**config.mk**
```make
export PLATFORM = sky130hd
export DESIGN_NAME = add_shft_mul
export DESIGN_NICKNAME = d
export VERILOG_FILES = /design/src/rtl/add_shft_mul.sv
export SDC_FILE = /design/constraint.sdc
export NUM_CORES = 1
export LEC_CHECK = 0
export ABC_AREA = 1
export CORE_ASPECT_RATIO = 1.4
export CORE_MARGIN = 1
export CORE_UTILIZATION = 35
export DETAILED_ROUTE_END_ITERATION = 10
export PLACE_DENSITY = 0.54
export SLEW_MARGIN = 20
export SYNTH_ARGS = -nofsm -noshare
export SYNTH_HDL_FRONTEND = slang
export SYNTH_SLANG_ARGS = --single-unit
```
**constraint.sdc**
```tcl
create_clock -name clk -period 5 [get_ports clk]
set_clock_uncertainty 0.2 [all_clocks]
set_input_delay 0.5 -clock clk [delete_from_list [all_inputs] [get_ports clk]]
set_output_delay 0.5 -clock clk [all_outputs]
set_load 0.02 [all_outputs]
```
**src/rtl/add_shft_mul.sv**
```systemverilog
// add_shft_mul: iterative shift-and-add multiply-accumulate, p = a*b + c.
// Retires one multiplier bit per clock. Given a quotient, divisor and remainder from the
// subtract-shift divider it rebuilds the dividend.
//
// Ports:
//   clk    rising-edge clock
//   rst    synchronous, active-high reset
//   start  single-cycle request, accepted only in IDLE or DONE
//   a      multiplicand (unsigned, W bits)
//   b      multiplier (unsigned, W bits, consumed LSB first)
//   c      addend (unsigned, W bits, zero-extended)
//   busy   high while an operation is running
//   done   one-cycle pulse when p holds a fresh result
//   p      result register (2W bits), held until the next operation completes
//
// Build option: define EARLY_EXIT_EN to end RUN as soon as the remaining multiplier is zero.
// Without it, latency is fixed at W cycles. Results are identical in both builds.
module add_shft_mul #(
  parameter int unsigned W = 4
) (
  input  logic           clk,
  input  logic           rst,
  input  logic           start,
  input  logic [W-1:0]   a,
  input  logic [W-1:0]   b,
  input  logic [W-1:0]   c,
  output logic           busy,
  output logic           done,
  output logic [2*W-1:0] p
);

  localparam int unsigned CntW = $clog2(W + 1);

  typedef enum logic [1:0] {StIdle, StRun, StDone} state_e;

  state_e          state_q, state_d;
  logic [2*W-1:0]  acc_q, acc_d;
  logic [2*W-1:0]  mcand_q, mcand_d;
  logic [W-1:0]    mplr_q, mplr_d;
  logic [CntW-1:0] cnt_q, cnt_d;
  logic [2*W-1:0]  p_d;

  logic [2*W-1:0]  sum;
  logic [W-1:0]    mplr_shift;
  logic            last_step;
  logic            accept;

  always_comb begin
    sum        = mplr_q[0] ? (acc_q + mcand_q) : acc_q;
    mplr_shift = mplr_q >> 1;
`ifdef EARLY_EXIT_EN
    last_step  = (cnt_q == CntW'(W - 1)) || (mplr_shift == '0);
`else
    last_step  = (cnt_q == CntW'(W - 1));
`endif
    accept     = start && ((state_q == StIdle) || (state_q == StDone));
  end

  always_comb begin
    state_d = state_q;
    acc_d   = acc_q;
    mcand_d = mcand_q;
    mplr_d  = mplr_q;
    cnt_d   = cnt_q;
    p_d     = p;

    unique case (state_q)
      StIdle: ;
      StRun: begin
        acc_d   = sum;
        mcand_d = mcand_q << 1;
        mplr_d  = mplr_shift;
        cnt_d   = cnt_q + CntW'(1);
        if (last_step) begin
          p_d     = sum;
          state_d = StDone;
        end
      end
      StDone:  state_d = StIdle;
      default: state_d = StIdle;
    endcase

    // Start is honoured in IDLE and DONE alike; this overrides DONE's return to IDLE.
    if (accept) begin
      acc_d   = {{W{1'b0}}, c};
      mcand_d = {{W{1'b0}}, a};
      mplr_d  = b;
      cnt_d   = '0;
      state_d = StRun;
`ifdef EARLY_EXIT_EN
      // Nothing to multiply: the result is just the addend.
      if (b == '0) begin
        p_d     = {{W{1'b0}}, c};
        state_d = StDone;
      end
`endif
    end
  end

  always_ff @(posedge clk) begin
    if (rst) begin
      state_q <= StIdle;
      acc_q   <= '0;
      mcand_q <= '0;
      mplr_q  <= '0;
      cnt_q   <= '0;
      p       <= '0;
    end else begin
      state_q <= state_d;
      acc_q   <= acc_d;
      mcand_q <= mcand_d;
      mplr_q  <= mplr_d;
      cnt_q   <= cnt_d;
      p       <= p_d;
    end
  end

  assign busy = (state_q == StRun);
  assign done = (state_q == StDone);

endmodule

```
==> summary.md <==
| Metric | Value |
|---|---|
| Outcome | `completed` |
| Worst R2R End | `acc_q[2]$_SDFFE_PP0P_` |
| LEAKAGE | `0.9803 nW` |
| P per Cell Area | `roughly 260 nW/µm²` |
| Worst-path fanout max | `28` |
| Number of gates resized after cts | `0` |
| Number of buffers and inverters on the critical path | `2` |
| Slew margin rel. | `58.91%` |
| Setup ws final | `2571 ps` |
| Worst min path class | `flip-flop to flip-flop` |
| Root Buffer | `clkbuf_8` |
| Commonest non-fill, non-tap cell in the layout | `nand2_1` |
| Slew Viols, Final | `0` |
| Worst Setup Path Type | `flip-flop to primary output` |
| Sequential element share of the synthesized area | `between 30 and 40%` |
| Vias per std cell | `approximately 4.6` |
| Chip Width | `slightly above 60 µm` |
| Vias | `1538` |
| Ports | `25` |
| Clk slew on worst S/H paths | `roughly 60 ps` |
| Worst slew pin tran | `slightly above 600 ps` |
| Cells along the critical path | `inv_2, nor2_8, clkdlybuf4s50_1` |
| Largest net degree at the start of global routing | `29` |
| Worst Hold Slack | `261.1 ps` |
| Post-CTS Setup Inserts | `0` |
| Area after DPL | `roughly 2000 µm²` |
| Final non-filler cell total | `between 300 and 400` |
| Nets | `just under 300` |
| Setup WS pre-CTS | `between 2000 and 2500 ps` |
| Tot Pwr | `~0.56 mW` |
| DRT Pass-1 Iters | `4` |
| Clk sinks | `33` |
| CP Capture Type | `primary output` |
| Reg2Reg Launch Point | `acc_q[0]$_SDFFE_PP0P_` |
| Initial antenna violation count | `0` |
| Final setup viols | `0` |
| CTS tree | `done` |
| Vias in the first global route | `1334` |
| First-pass GRT wire length | `between 6 and 7 mm` |
| WP data required | `around 4300 ps` |
| RSZ-0062 raised after global routing | `false` |
| H-tree depth | `2` |
| Gate Count Post-Synth | `between 200 and 250` |
| HPWL after DPL | `2.910 mm` |
| Net count after synthesis | `270` |
| WHS Endpoint | `mplr_q[3]$_SDFFE_PP0P_` |
| Fin. Hold Viols | `0` |
| F_max | `around 400 MHz` |
| Total congestion overflow | `0` |
| Finished Cell Area | `2110 µm²` |
| Hold Crit Depth | `2` |
| Die area | `roughly 5300 µm²` |
| Yosys reg bits | `33` |
| Share of post-route cells with drive strength above 1 | `5.948%` |
| Max-Cap Viols | `0` |
| Ys Warns | `0` |
| Worst reg-to-reg setup slack | `just over 3000 ps` |
| Slowest-stage cell, CP | `clkdlybuf4s50_1` |
| GRT Util Overall | `between 10% and 20%` |
| Fin crit period | `2429 ps` |
| Routability cong. | `~0.76` |
| TNS Setup | `0 ps` |
| Post-route clock period utilization | `between 40% and 50%` |
| DR iter-0 viols | `54` |
| Hold wc startpoint | `mplr_q[3]$_SDFFE_PP0P_` |
| Number of antenna-violating nets in the routed design | `0` |
| CP max stage delay | `~700 ps` |
| Dpl cells | `325` |
| Mapped Avg Cell Area | `about 7.2 µm²` |
| Synth cell types | `27` |
| Avg WL per Cell | `approximately 12 µm` |
| Hold buffer count at CTS | `0` |
| Clock buffer depth | `2` |
| Reg2reg path depth | `6` |
| Die span in y | `about 86 µm` |
| Core region area | `4842 µm²` |
| Clock insertion delay at the later pin of the skew report | `~280 ps` |
| Antenna cells | `0` |
| TritonCTS Buffers | `5` |
| Cell family with most CP delay | `buffers and inverters` |
| Highest-count cells in the layout ignoring fill and taps | `nand2_1 (81), dfxtp_1 (33), inv_1 (29)` |
| VDD IR max | `about 160 µV` |
| Final WL | `~3.9 mm` |
| Data arrival time of the critical path | `~1700 ps` |
| Initial Utilization | `around 36%` |
| Area added between synthesis and finish | `19.83%` |
| PortBufs | `24` |
| # rows | `30` |
| Post-layout util | `between 40% and 50%` |
| Worst setup SP type | `flip-flop` |
| Mapped Area | `between 1500 and 2000 µm²` |
| # DRC | `0` |
worst register-to-register path: cells and delay by family (launching register included):
family                   cells  cell delay [ps]
XOR/XNOR                     1              140
AND/OR/NAND/NOR              1              110
AO/OA/AOI/OAI                2              450
flip-flops                   1              330
adder cells (fa/ha/maj)      2              650
how the worst max path moves through the flow:
stage | from | end | slack (ps) | cells past startpoint
3_3_place_gp | rst | acc_q[6]$_SDFFE_PP0N_ | 2540 | 6
2_1_floorplan | acc_q[0]$_SDFFE_PP0P_ | acc_q[4]$_SDFFE_PP0N_ | 3200 | 9
5_1_grt | state_q[0]$_SDFFE_PP0P_ | busy | 2480 | 3
3_5_place_dp | rst | acc_q[4]$_SDFFE_PP0N_ | 2500 | 6
6_report | state_q[0]$_SDFFE_PP0P_ | busy | 2570 | 3
4_1_cts | state_q[0]$_SDFFE_PP0P_ | busy | 2560 | 3
per-layer routing:
metal	track usage (%)	wire (µm)	vias up
li1	-	-	828
met1	19.83	1698	672
met2	26.98	2011	30
met4	6.061	44	0
met3	2.715	118	8
met5	0	0	-
synth_stat cells:
| master | instances | area share (%) |
|---|---|---|
| nand3_1 | 20 | 5.7 |
| dfxtp_1 | 33 | 38 |
| o21ai_1 | 2 | 0.57 |
| buf_6 | 2 | 1.3 |
| inv_2 | 4 | 0.85 |
| clkbuf_1 | 1 | 0.21 |
| a22o_1 | 1 | 0.50 |
| fa_1 | 1 | 1.1 |
| a31oi_1 | 6 | 2.1 |
| nand2_2 | 2 | 0.71 |
| mux2i_1 | 2 | 1.1 |
| buf_2 | 5 | 1.4 |
| nor2_8 | 2 | 2.3 |
| xnor2_1 | 2 | 1.0 |
| or2_1 | 1 | 0.36 |
| a31oi_2 | 1 | 0.71 |
| o21bai_1 | 1 | 0.43 |
| a211oi_2 | 1 | 0.71 |
| a211oi_1 | 1 | 0.43 |
| inv_1 | 29 | 6.2 |
| o21ai_0 | 2 | 0.57 |
| o21a_1 | 7 | 3.0 |
| nand2_1 | 81 | 17 |
| nor2_1 | 13 | 2.8 |
| ha_1 | 9 | 6.4 |
| a21oi_1 | 15 | 4.3 |
| inv_6 | 1 | 0.50 |
layout make-up:
cell class	count	area (µm²)
Tap cell	64	80.08
Timing Repair Buffer	24	240.2
Multi-Input combinational cell	170	915.9
Sequential cell	33	660.6
Fill cell	520	2733
Inverter	34	132.6
Clock buffer	8	80.08
report_power, final:
| part | internal, mW | switching, mW |
|---|---|---|
| logic | 0.0340 | 0.0486 |
| registers | 0.274 | 0.0102 |
| clock network | 0.0988 | 0.0919 |
kinds of logic (layout without fill, tap and decap cells):
group / Yosys count / in the layout / synth area share [%]
mux: 2 / 2 / 1.137
simple gates: 119 / 119 / 29.07
xor+xnor: 2 / 2 / 0.9952
compound gates: 37 / 37 / 13.29
fa+ha+maj: 10 / 10 / 7.534
flops: 33 / 33 / 37.53
buf+inv: 42 / 66 / 10.45
sequential cells by signal, indices dropped and copies added, names as in the netlist:
register and cells:
acc_q 8, mcand_q 8, state_q 2, cnt_q 3, p 8, mplr_q 4
Power figures use the tool's default switching activity.
